==> config.mk <==
export PLATFORM = sky130hd
export DESIGN_NAME = nexi_bus_arbiter
export DESIGN_NICKNAME = d
export VERILOG_FILES = /design/src/rtl/nexi_bus_pkg.sv /design/src/rtl/nexi_rr_picker.sv /design/src/rtl/nexi_bus_arbiter.sv
export SDC_FILE = /design/constraint.sdc
export NUM_CORES = 1
export LEC_CHECK = 0
export CORE_AREA = 2 2 109 111
export CTS_BUF_LIST = sky130_fd_sc_hd__clkbuf_8 sky130_fd_sc_hd__clkbuf_16
export CTS_CLUSTER_DIAMETER = 50
export CTS_CLUSTER_SIZE = 28
export DETAILED_ROUTE_END_ITERATION = 16
export DIE_AREA = 0 0 111 113
export GPL_ROUTABILITY_DRIVEN = 0
export PLACE_DENSITY = 0.63
export SLEW_MARGIN = 40
export SYNTH_ARGS = -nofsm -noshare
export SYNTH_HDL_FRONTEND = slang
export SYNTH_SLANG_ARGS = --single-unit
==> constraint.sdc <==
create_clock -name clk_i -period 1.5 [get_ports clk_i]
set_input_delay 0.3 -clock clk_i [delete_from_list [all_inputs] [get_ports clk_i]]
set_output_delay 0.3 -clock clk_i [all_outputs]
set_load 0.005 [all_outputs]
==> src/rtl/nexi_bus_pkg.sv <==
`timescale 1ns/1ps
// nexi_bus_pkg
// Shared definitions for the NEXI bus arbiter slice.
//   arb_state_t  : arbiter FSM encoding (IDLE / OWNED)
//   MAX_MASTERS  : upper bound on requesters supported by the priority search
//   rr_search()  : round-robin priority search, returns a one-hot winner
package nexi_bus_pkg;

    typedef enum logic {
        IDLE  = 1'b0,
        OWNED = 1'b1
    } arb_state_t;

    localparam int MAX_MASTERS = 8;

    // Scan from last+1 upward with wrap-around over the first 'num' requesters.
    // The first set request bit wins. With no request set, the result is zero.
    function automatic logic [MAX_MASTERS-1:0] rr_search(
        input logic [MAX_MASTERS-1:0] req,
        input int unsigned            num,
        input logic [2:0]             last
    );
        logic [MAX_MASTERS-1:0] hit;
        logic                   found;
        int unsigned            idx;
        hit   = '0;
        found = 1'b0;
        for (int unsigned i = 1; i <= MAX_MASTERS; i++) begin
            if (i <= num) begin
                idx = (int'(last) + i) % num;
                if (!found && req[idx[2:0]]) begin
                    hit[idx[2:0]] = 1'b1;
                    found         = 1'b1;
                end
            end
        end
        return hit;
    endfunction

endpackage

==> src/rtl/nexi_rr_picker.sv <==
`timescale 1ns/1ps
// nexi_rr_picker
// Combinational one-hot round-robin picker.
//   req   in  N      request vector
//   last  in  IDX_W  index of the most recently granted requester
//   grant out N      one-hot winner (all zero when req is zero)
module nexi_rr_picker
    import nexi_bus_pkg::*;
#(
    parameter int N     = 2,
    parameter int IDX_W = $clog2(N)
) (
    input  logic [N-1:0]     req,
    input  logic [IDX_W-1:0] last,
    output logic [N-1:0]     grant
);

    logic [MAX_MASTERS-1:0] req_pad;
    logic [MAX_MASTERS-1:0] pick;
    logic [2:0]             last_pad;

    // Widen to the fixed search width so one function serves every N.
    always_comb begin
        req_pad              = '0;
        req_pad[N-1:0]       = req;
        last_pad             = '0;
        last_pad[IDX_W-1:0]  = last;
        pick                 = rr_search(req_pad, N, last_pad);
        grant                = pick[N-1:0];
    end

endmodule

==> src/rtl/nexi_bus_arbiter.sv <==
`timescale 1ns/1ps
// nexi_bus_arbiter
// Shares one Wishbone master port between NUM_MASTERS requesters using
// round-robin arbitration, registered grants and whole-cycle (cyc) tenure.
// A watchdog terminates stalled strobes with an error to the owner.
//   clk_i, reset_i          clock, asynchronous active-high reset
//   m_addr_i/m_data_i       packed per-master address / write data
//   m_cyc/sel/stb/we_i      per-master control
//   m_data_o                bus read data broadcast to all masters
//   m_ack/err/rty_o         responses routed to the owner only
//   bus_*_o                 owner's request, zero when nobody is granted
//   bus_data/ack/err/rty_i  system bus responses
//   grant_o                 registered one-hot grant
//   busy_o                  high while a master owns the bus
module nexi_bus_arbiter
    import nexi_bus_pkg::*;
#(
    parameter int ADDR_WIDTH  = 32,
    parameter int DATA_WIDTH  = 32,
    parameter int NUM_MASTERS = 2,
    parameter int TIMEOUT     = 255
) (
    input  logic                              clk_i,
    input  logic                              reset_i,
    input  logic [NUM_MASTERS*ADDR_WIDTH-1:0] m_addr_i,
    input  logic [NUM_MASTERS*DATA_WIDTH-1:0] m_data_i,
    output logic [DATA_WIDTH-1:0]             m_data_o,
    input  logic [NUM_MASTERS-1:0]            m_cyc_i,
    input  logic [NUM_MASTERS-1:0]            m_sel_i,
    input  logic [NUM_MASTERS-1:0]            m_stb_i,
    input  logic [NUM_MASTERS-1:0]            m_we_i,
    output logic [NUM_MASTERS-1:0]            m_ack_o,
    output logic [NUM_MASTERS-1:0]            m_err_o,
    output logic [NUM_MASTERS-1:0]            m_rty_o,
    output logic [ADDR_WIDTH-1:0]             bus_addr_o,
    output logic [DATA_WIDTH-1:0]             bus_data_o,
    output logic                              bus_cyc_o,
    output logic                              bus_sel_o,
    output logic                              bus_stb_o,
    output logic                              bus_we_o,
    input  logic [DATA_WIDTH-1:0]             bus_data_i,
    input  logic                              bus_ack_i,
    input  logic                              bus_err_i,
    input  logic                              bus_rty_i,
    output logic [NUM_MASTERS-1:0]            grant_o,
    output logic                              busy_o
);

    localparam int IDX_W = $clog2(NUM_MASTERS);
    localparam logic [IDX_W-1:0] LAST_RESET = IDX_W'(NUM_MASTERS - 1);

    arb_state_t             state_q, state_d;
    logic [NUM_MASTERS-1:0] grant_q, grant_d;
    logic [IDX_W-1:0]       last_q, last_d;
    logic [NUM_MASTERS-1:0] pick;
    logic                   owner_cyc;
    logic                   wd_fire;
    logic                   stb_raw;

    nexi_rr_picker #(
        .N     (NUM_MASTERS),
        .IDX_W (IDX_W)
    ) u_picker (
        .req   (m_cyc_i),
        .last  (last_q),
        .grant (pick)
    );

    assign owner_cyc = |(m_cyc_i & grant_q);

    // State, grant and round-robin pointer registers. Grant is reset
    // asynchronously so the bus-side outputs drop the moment reset rises.
    always_ff @(posedge clk_i or posedge reset_i) begin
        if (reset_i) begin
            state_q <= IDLE;
            grant_q <= '0;
            last_q  <= LAST_RESET;
        end else begin
            state_q <= state_d;
            grant_q <= grant_d;
            last_q  <= last_d;
        end
    end

    // Next-state logic. A released tenure always passes through IDLE for
    // one cycle, which gives the single idle bus cycle between owners.
    always_comb begin
        state_d = state_q;
        grant_d = grant_q;
        last_d  = last_q;
        case (state_q)
            IDLE: begin
                grant_d = '0;
                if (|m_cyc_i) begin
                    state_d = OWNED;
                    grant_d = pick;
                    for (int k = 0; k < NUM_MASTERS; k++) begin
                        if (pick[k]) begin
                            last_d = IDX_W'(k);
                        end
                    end
                end
            end
            OWNED: begin
                if (!owner_cyc) begin
                    state_d = IDLE;
                    grant_d = '0;
                end
            end
            default: begin
                state_d = IDLE;
                grant_d = '0;
            end
        endcase
    end

    // Output logic: owner mux onto the bus, responses back to the owner.
    // The watchdog suppresses stb during the cycle it injects its error.
    always_comb begin
        busy_o     = (state_q == OWNED);
        bus_addr_o = '0;
        bus_data_o = '0;
        bus_cyc_o  = 1'b0;
        bus_sel_o  = 1'b0;
        stb_raw    = 1'b0;
        bus_we_o   = 1'b0;
        for (int k = 0; k < NUM_MASTERS; k++) begin
            if (grant_q[k]) begin
                bus_addr_o = m_addr_i[k*ADDR_WIDTH +: ADDR_WIDTH];
                bus_data_o = m_data_i[k*DATA_WIDTH +: DATA_WIDTH];
                bus_cyc_o  = m_cyc_i[k];
                bus_sel_o  = m_sel_i[k];
                stb_raw    = m_stb_i[k];
                bus_we_o   = m_we_i[k];
            end
        end
        bus_stb_o = stb_raw & ~wd_fire;
        m_data_o  = bus_data_i;
        m_ack_o   = grant_q & {NUM_MASTERS{bus_ack_i}};
        m_err_o   = grant_q & {NUM_MASTERS{bus_err_i | wd_fire}};
        m_rty_o   = grant_q & {NUM_MASTERS{bus_rty_i}};
    end

    generate
        if (TIMEOUT > 0) begin : g_watchdog
            localparam int WD_W = $clog2(TIMEOUT + 1);
            localparam logic [WD_W-1:0] WD_LIMIT = WD_W'(TIMEOUT);
            logic [WD_W-1:0] wd_count;

            // Counts consecutive unanswered strobe cycles. A response in the
            // cycle that would reach the limit clears it, so no error fires.
            always_ff @(posedge clk_i or posedge reset_i) begin
                if (reset_i) begin
                    wd_count <= '0;
                end else if (bus_stb_o && !(bus_ack_i || bus_err_i || bus_rty_i)) begin
                    wd_count <= wd_count + 1'b1;
                end else begin
                    wd_count <= '0;
                end
            end

            assign wd_fire = (wd_count == WD_LIMIT) && (|grant_q);
        end else begin : g_no_watchdog
            assign wd_fire = 1'b0;
        end
    endgenerate

    assign grant_o = grant_q;

endmodule

==> reports/qor.yml, run 1 <==
setup_path:
  cp.required_ns: 1.20
  end_kind: "primary output"
  path_class: "reg -> out"
  cp_data_arrival_time_ns: 1.57
  regToRegSetupSlack_ns: -0.13
  start_kind: "flop"
  crit_fanout: 6
  reg2reg_depth: 5
  crit-reg2reg-launch: "grant_o[1]$_DFFE_PP0P_"
  regToRegEndpoint: "g_watchdog.wd_count[2]$_DFF_PP0_"
clock_tree:
  clockBufferDepth: 2
  cts.sinks: 12
  cts_buffers: 3
  cts_max_level: 1
  cts_tree: "built"
  cts_root_buffer: "clkbuf_16"
  hold_buffers: 0
  path_clk_slew_ns: 0.04
  insertion_delay_ns: 0.24
global_route:
  use_met3_pct: 3.54
  antenna_found_initial: 0
  grt_pass1_wl_um: 14000
  top_usage_layer: "met2"
  overflow: 0
  grt_util_met2_pct: 26.8
  grt_pass1_vias: 2390
  grt_usage_pct: 14.3
  use_met1_pct: 16.2
  grt_max_degree: 37
power_and_ir_drop:
  total_power_mw: 4.07
  powerDensity_nw_per_um2: 1020
  ir_drop_mv: 0.582
  leakage_nw: 1.80
timing:
  post-route-period-util_pct: 125
  setup_viol: 79
  slew_headroom_pct: 68.5
  fin_ws_ns: -0.368
  finalClockSkew_ns: 0.00280
  rsz0062_at_grt: "yes"
  worstMarginPinSlew_ns: 0.473
  fmaxAchievable_mhz: 535
  slew_viol_final: 0
  hold_viol: 0
  period_minus_slack_ns: 1.87
routing:
  dr.pass1.iters: 4
  drc_errors: 0
  drt_iter0_markers: 71
  antenna_left: 0
  drt_wl_total_um: 10900
  vias: 2415
  vias_per_cell: 4.41
  wl_per_cell_um: 19.9
die:
  dieArea_sq_um: 12500
  start_util_pct: 13.8
  die_h_um: 113
  core_sq_um: 11300
  boundaryPins: 282
  row_count: 39
  die_x_um: 111
flow_run:
  maxCapViolations: 0
cells_and_area:
  fillCellCount: 1181
  fin_nets: 579
  antennaDiodeCount: 0
  seqCellArea_sq_um: 303
  multi_input_area_sq_um: 1050
  drive_gt1_share_pct: 35.4
  areaGrowthSynthToFinish_pct: 156
  final-instance-count-excl-fill: 547
logic_synthesis:
  ys_seq_elements: 12
  synth_top_family_by_area: "compound AO/OA/AOI/OAI gates"
  netlist_instances: 189
  synthSimpleGateAreaFrac_pct: 12.4
  yosys.area_share.adder_pct: 0.803
  synthMuxAreaShare_pct: 0
  yosys_warnings: 0
  syn_area_sq_um: 1560
  synth_xor_area_share_pct: 1.69
  synth-seq-area-share_pct: 19.3
  postSynthAreaPerCell_sq_um: 8.25
  syn_nets: 363
  synth_cell_types: 32
  synth-compound-area-share_pct: 44.6
place:
  dp.cells: 525
  hpwl_um: 8110
  numPortBuffers: 217
outcome:
  violations: "setup timing"
  status: "finished with violations"
min_path:
  hp-class: "in -> async"
critical path, cell delays in order, from the launching register on:
cell	delay, ns
dfrtp_1	0.40
nor2b_4	0.15
buf_12	0.14
buf_6	0.12
clkbuf_16	0.15
a22o_4	0.24
buf_6	0.12
area by class of cell:
type / instances / area share [%]
multi-input combinational: 124 / 26.4
sequential: 12 / 7.59
timing repair buffer: 260 / 59.0
tap: 143 / 4.48
inverter: 4 / 0.376
clock buffer: 4 / 2.23
synth_stat cells:
library cell / n / area, sq um
nand4_1: 1 / 6.26
or4_4: 1 / 11.3
or3_1: 1 / 6.26
clkbuf_1: 8 / 30.0
o21ai_0: 7 / 35.0
a211oi_1: 2 / 15.0
xnor2_1: 1 / 8.76
nand3b_1: 1 / 7.51
nand2_2: 1 / 6.26
nor3_1: 5 / 25.0
ha_1: 1 / 12.5
a211o_1: 1 / 8.76
nor2b_1: 2 / 12.5
dfrtp_1: 11 / 275
nand2b_1: 1 / 6.26
nor2_1: 1 / 3.75
buf_4: 32 / 240
nand3_1: 3 / 15.0
inv_1: 4 / 15.0
a211oi_2: 1 / 12.5
a22o_1: 65 / 569
buf_2: 9 / 45.0
or3_2: 1 / 7.51
dfstp_2: 1 / 26.3
o31ai_1: 1 / 7.51
a21oi_1: 3 / 15.0
xor2_1: 2 / 17.5
o21bai_2: 1 / 11.3
o22ai_1: 2 / 12.5
and2_1: 7 / 43.8
o2111ai_1: 1 / 8.76
nand2_1: 11 / 41.3
per-layer routing:
metal,wire length (um),share of wire [%]
met3,834,7.7
met5,0,0
met1,4050,37
met4,194,1.8
met2,5810,53
cell families after synthesis:
logic type / count (synthesis)
AO/OA/AOI/OAI: 84
XOR/XNOR: 3
adder cells (fa/ha/maj): 1
buffers and inverters: 53
flip-flops: 12
AND/OR/NAND/NOR: 36
how the worst max path moves through the flow:
stage	start	endpoint	slack, ns	cells past startpoint
3_3_place_gp	grant_o[1]$_DFFE_PP0P_	bus_data_o[27]	-0.44	4
3_5_place_dp	grant_o[0]$_DFFE_PP0P_	bus_data_o[26]	-0.47	4
6_report	grant_o[0]$_DFFE_PP0P_	bus_data_o[27]	-0.37	6
4_1_cts	grant_o[1]$_DFFE_PP0P_	m_err_o[1]	-0.59	5
2_1_floorplan	g_watchdog.wd_count[0]$_DFF_PP0_	m_err_o[0]	0.008	4
5_1_grt	grant_o[0]$_DFFE_PP0P_	bus_data_o[27]	-0.41	6
power by group:
part | switching, mW | internal [mW] | leakage (nW)
registers | 0.0500 | 0.377 | 0.158
logic | 1.31 | 1.79 | 1.59
clock network | 0.145 | 0.403 | 0.0442
total | 1.51 | 2.57 | 1.80
per-stage QoR:
| step | util, % | hold WS (ns) | setup WS (ns) | cell area, sq um | setup TNS [ns] |
|---|---|---|---|---|---|
| 6_report | 35.4 | 0.371 | -0.368 | 3990 | -20.02 |
| 5_1_grt | 35.4 | 0.430 | -0.414 | 3990 | -24.85 |
| 4_1_cts | 35.2 | 0.392 | -0.592 | 3970 | -27.99 |
| 3_5_place_dp | 34.1 | 0.498 | -0.468 | 3850 | -25.04 |
| 3_3_place_gp | 34.1 | 0.479 | -0.437 | 3850 | -23.17 |
| 2_1_floorplan | - | 0.164 | 0.00809 | 1570 | 0 |
layout by cell type (no fill, tap or decap), types with 2 or more instances in the layout:
cell and n:
a211oi_2 3, a21oi_1 3, a22o_1 60, a22o_4 5
and2_1 6, buf_12 6, buf_2 23, buf_4 27
buf_6 5, clkbuf_16 9, clkbuf_2 46, clkdlybuf4s50_1 143
dfrtp_1 10, dlymetal6s2s_1 3, inv_1 4, nand2_1 11
nand3_1 3, nor3_2 5, o21ai_0 5, o22ai_1 2
xor2_1 2
flip-flops by register name, summed over array words and instances, names as in the netlist:
signal	count
g_watchdog.wd_count	8
busy_o	1
last_q	1
grant_o	2
what timing repair did:
action	in CTS	in global routing
endpoints found under the setup margin	84	85
gates resized for setup	136	109
buffers inserted	5	8
gates cloned	1	7
pin swaps	3	9
(Power assumes the default switching activity.)
==> run 2, diff against run 1 <==
- ABC_CLOCK_PERIOD_IN_PS: default -> 2000
- PLACE_DENSITY: 0.63 -> 0.61
- clock period: 1.5 -> 2 ns (I/O delays scaled with it)
==> reports/qor.yml, run 2 (synthesis gave the netlist of run 1 again) <==
power_and_ir_drop:
  leakage_nw: 1.85
  powerDensity_nw_per_um2: 734
  total_power_mw: 2.89
  ir_drop_mv: 0.404
setup_path:
  path_class: "reg -> out"
  regToRegSetupSlack_ns: 0.37
  crit-reg2reg-launch: "grant_o[1]$_DFFE_PP0P_"
  reg2reg_depth: 5
  crit_fanout: 9
  cp.required_ns: 1.60
  cp_data_arrival_time_ns: 1.76
  start_kind: "flop"
  end_kind: "primary output"
  regToRegEndpoint: "g_watchdog.wd_count[5]$_DFF_PP0_"
cells_and_area:
  final_common_cell: "clkdlybuf4s50_1"
  most-common-layout-cells: "148 x clkdlybuf4s50_1, 65 x a22o_1, 47 x dlygate4sd2_1"
  drive_gt1_share_pct: 15.1
  largest_register_ffs: 8
  finalInstanceArea_sq_um: 3940
  multi_input_area_sq_um: 943
  fin_nets: 567
  areaGrowthSynthToFinish_pct: 153
  regMostFlops: "g_watchdog.wd_count"
  antennaDiodeCount: 0
  fillCellCount: 1174
  seqCellArea_sq_um: 303
timing:
  fmaxAchievable_mhz: 464
  fin_ws_ns: -0.157
  worstMarginPinSlew_ns: 0.457
  finalClockSkew_ns: 0.00320
  slew_viol_final: 0
  rsz0062_at_grt: "yes"
  post-route-period-util_pct: 108
  period_minus_slack_ns: 2.16
  hold_viol: 0
  setup_viol: 13
  slew_headroom_pct: 69.5
routing:
  drt_wl_total_um: 9810
  dr.pass1.iters: 6
  vias: 2329
  wl_per_cell_um: 18.3
  vias_per_cell: 4.35
  drc_errors: 0
  antenna_left: 0
  drt_iter0_markers: 104
die:
  row_count: 39
  boundaryPins: 282
  start_util_pct: 13.8
  die_h_um: 113
  core_sq_um: 11300
  die_x_um: 111
  dieArea_sq_um: 12500
global_route:
  grt_pass1_wl_um: 13400
  antenna_found_initial: 1
  grt_usage_pct: 13.6
  grt_max_degree: 28
  grt_pass1_vias: 2245
  overflow: 0
outcome:
  violations: "setup timing"
  status: "finished with violations"
clock_tree:
  path_clk_slew_ns: 0.05
  cts_tree: "built"
  hold_buffers: 0
  cts_buffers: 3
  cts.sinks: 12
  insertion_delay_ns: 0.24
  cts_root_buffer: "clkbuf_16"
  clockBufferDepth: 2
  cts_max_level: 1
place:
  dpl-instance-area_sq_um: 3730
  numPortBuffers: 217
  hpwl_um: 7720
flow_run:
  maxCapViolations: 0
min_path:
  hp-class: "in -> async"
-- run 2: cell types whose count changed in the layout (fill, tap and decap cells not counted), sizes merged --
cell	previous run	this run
clkdlybuf4s50	143	148
dlymetal6s2s	3	7
clkbuf	56	20
buf	61	29
clkdlybuf4s15	0	1
dlygate4sd2	1	47
-- run 2: area by class of cell --
| cell class | instances | share of cell area [%] |
|---|---|---|
| Timing Repair Buffer | 248 | 61.2 |
| Tap cell | 143 | 4.54 |
| Multi-Input combinational cell | 124 | 23.9 |
| Sequential cell | 12 | 7.68 |
| Clock buffer | 4 | 2.25 |
| Inverter | 4 | 0.381 |
-- run 2: critical path, cell delays in order (launching register included) --
cell and delay, ns:
dfrtp_2 0.43, nor2b_4 0.22, buf_8 0.16, a22o_1 0.18, clkdlybuf4s50_1 0.52
-- run 2: worst max path at each step --
stage,start,end,slack (ns)
3_5_place_dp,bus_err_i,m_err_o[1],-0.04
6_report,grant_o[1]$_DFFE_PP0P_,bus_addr_o[19],-0.16
3_3_place_gp,bus_err_i,m_err_o[1],-0.05
4_1_cts,grant_o[1]$_DFFE_PP0P_,bus_addr_o[2],-0.21
5_1_grt,grant_o[1]$_DFFE_PP0P_,bus_addr_o[2],-0.21
2_1_floorplan,g_watchdog.wd_count[0]$_DFF_PP0_,m_err_o[0],0.37
-- run 2: what timing repair did --
action	CTS	global route
gates cloned	2	2
pin swaps	7	5
buffers inserted	6	9
endpoints found under the setup margin	72	14
resized for setup	69	40
-- run 2: per-layer routing --
| layer | track usage, % | vias up | part of all wire [%] |
|---|---|---|---|
| met2 | 24.0 | 144 | 50 |
| met5 | 0 | - | 0.13 |
| met4 | 2.58 | 2 | 0.43 |
| li1 | - | 1097 | - |
| met1 | 16.5 | 1076 | 41 |
| met3 | 4.18 | 10 | 8.5 |
-- run 2: report_power, final --
part           internal [mW]  leakage, nW  switching (mW)  total (mW)
sequential             0.283        0.158          0.0320       0.315
combinational           1.32         1.64           0.843        2.17
clock                  0.302       0.0442           0.110       0.413
-- run 2: stage by stage --
step	setup TNS (ns)	util (%)	hold slack (ns)	cells	setup slack (ns)
floorplan	0	-	0.264	189	0.369
global placement	-0.122	33.1	0.477	513	-0.0517
detailed placement	-0.118	33.1	0.504	513	-0.0411
CTS	-1.64	34.3	0.490	525	-0.210
global route	-2.26	35.0	0.531	535	-0.207
finish	-1.19	35.0	0.470	535	-0.157
==> run 3, diff against run 2 <==
- CORE_AREA: 2 2 109 111 -> 8 8 104 106
- DIE_AREA: 0 0 111 113 -> 0 0 112 114
- PLACE_DENSITY: 0.61 -> 0.72
==> reports/qor.yml, run 3 (synthesis gave the netlist of run 1 again) <==
routing:
  drt_iter0_markers: 117
  drt_wl_total_um: 10900
  dr.pass1.iters: 4
  vias: 2301
  wl_per_cell_um: 21.7
  antenna_left: 0
  vias_per_cell: 4.58
  drc_errors: 0
cells_and_area:
  fin_nets: 566
  areaGrowthSynthToFinish_pct: 138
  final_common_cell: "clkdlybuf4s50_1"
  largest_register_ffs: 8
  final-instance-count-excl-fill: 502
  most-common-layout-cells: "145 x clkdlybuf4s50_1, 65 x a22o_1, 60 x clkbuf_2"
  regMostFlops: "g_watchdog.wd_count"
  antennaDiodeCount: 0
  drive_gt1_share_pct: 26.6
die:
  start_util_pct: 17.1
  dieArea_sq_um: 12800
  boundaryPins: 282
  die_x_um: 112
  core_sq_um: 9110
  die_h_um: 114
  row_count: 35
clock_tree:
  cts_root_buffer: "clkbuf_8"
  cts_tree: "built"
  insertion_delay_ns: 0.24
  clockBufferDepth: 2
  cts.sinks: 12
  cts_max_level: 1
  path_clk_slew_ns: 0.06
  cts_buffers: 3
timing:
  hold_viol: 0
  slew_viol_final: 0
  fmaxAchievable_mhz: 508
  rsz0062_at_grt: "yes"
  post-route-period-util_pct: 98.4
  setup_tns_ns: 0
  slew_headroom_pct: 68.3
  worstMarginPinSlew_ns: 0.475
  period_minus_slack_ns: 1.97
  finalClockSkew_ns: 0.00965
  setup_viol: 0
outcome:
  status: "complete, no violations"
flow_run:
  maxCapViolations: 0
power_and_ir_drop:
  powerDensity_nw_per_um2: 719
  ir_drop_mv: 0.529
  leakage_nw: 1.69
setup_path:
  regToRegSetupSlack_ns: 0.23
  start_kind: "flop"
  end_kind: "primary output"
  cp_data_arrival_time_ns: 1.57
  crit_fanout: 11
  regToRegEndpoint: "g_watchdog.wd_count[5]$_DFF_PP0_"
  reg2reg_depth: 6
  path_class: "reg -> out"
  cp.required_ns: 1.60
  crit-reg2reg-launch: "grant_o[1]$_DFFE_PP0P_"
global_route:
  grt_pass1_wl_um: 15300
  grt_max_degree: 43
  use_met1_pct: 14.4
  grt_util_met2_pct: 27.7
  grt_usage_pct: 15.2
  antenna_found_initial: 0
  top_usage_layer: "met2"
  overflow: 0
  use_met3_pct: 9.93
  grt_pass1_vias: 2458
min_path:
  hp-class: "in -> async"
place:
  dp.cells: 483
  numPortBuffers: 217
  hpwl_um: 8940
==> run 3: changes by cell type in the layout (fill, tap and decap cells not counted), sizes merged <==
| cell | change |
|---|---|
| bufbuf | +1 |
| clkbuf | +44 |
| dlygate4sd2 | -44 |
| inv | +1 |
| clkdlybuf4s50 | -3 |
| dlymetal6s2s | -3 |
| clkdlybuf4s15 | +3 |
==> run 3: worst max-delay path by stage <==
stage / startpoint / end / slack (ns) / cells after the start
after floorplan: g_watchdog.wd_count[0]$_DFF_PP0_ / m_err_o[0] / 0.37 / 4
after global placement: bus_err_i / m_err_o[0] / -0.04 / 4
after detailed placement: bus_err_i / m_err_o[1] / -0.04 / 4
after CTS: grant_o[1]$_DFFE_PP0P_ / bus_we_o / -0.23 / 4
after global routing: grant_o[0]$_DFFE_PP0P_ / bus_we_o / -0.03 / 7
final: grant_o[0]$_DFFE_PP0P_ / bus_we_o / 0.03 / 7
==> run 3: area by class of cell <==
class / instances / area [sq um]
inverter: 4 / 15.0
fill: 943 / 5400
clock buffer: 3 / 41.3
sequential: 12 / 303
timing repair buffer: 247 / 2260
tap: 111 / 139
clock inverter: 1 / 3.75
multi-input combinational: 124 / 943
==> run 3: critical path, cell delays in order, from the launching register on <==
cell      delay [ns]
dfrtp_1         0.37
buf_4           0.13
nor2b_4         0.13
buf_12          0.12
buf_4           0.13
buf_12          0.13
a22o_1          0.20
clkbuf_2        0.13
==> run 3: what timing repair did <==
item / in CTS / in global routing
setup endpoints to repair: 69 / 42
resized for setup: 53 / 133
pin swaps: 2 / 0
hold buffers: 0 / 0
gates cloned: 3 / 1
buffers inserted: 5 / 6
==> run 3: metal layers <==
| layer | wire length, um | up-vias | share of wire [%] |
|---|---|---|---|
| met5 | 0 | - | 0 |
| met4 | 107 | 0 | 0.98 |
| met3 | 1590 | 10 | 15 |
| met2 | 5480 | 161 | 50 |
| met1 | 3700 | 1036 | 34 |
| li1 | - | 1094 | - |
==> run 3: stage by stage <==
| step | setup slack (ns) | power (mW) | instance area, sq um | util (%) | hold WS (ns) |
|---|---|---|---|---|---|
| 6_report | 0.0311 | 2.67 | 3710 | 40.7 | 0.471 |
| 5_1_grt | -0.0340 | 2.87 | 3710 | 40.7 | 0.497 |
| 4_1_cts | -0.227 | 2.76 | 3850 | 42.3 | 0.483 |
| 3_5_place_dp | -0.0434 | 2.53 | 3710 | 40.8 | 0.516 |
| 3_3_place_gp | -0.0446 | 2.50 | 3710 | 40.8 | 0.485 |
| 2_1_floorplan | 0.369 | 1.14 | 1560 | - | 0.264 |
==> run 3: power by group <==
group | leakage, nW | switching (mW) | internal [mW]
clock | 0.0269 | 0.0849 | 0.135
combinational | 1.50 | 0.854 | 1.27
sequential | 0.158 | 0.0373 | 0.282
total | 1.69 | 0.976 | 1.69
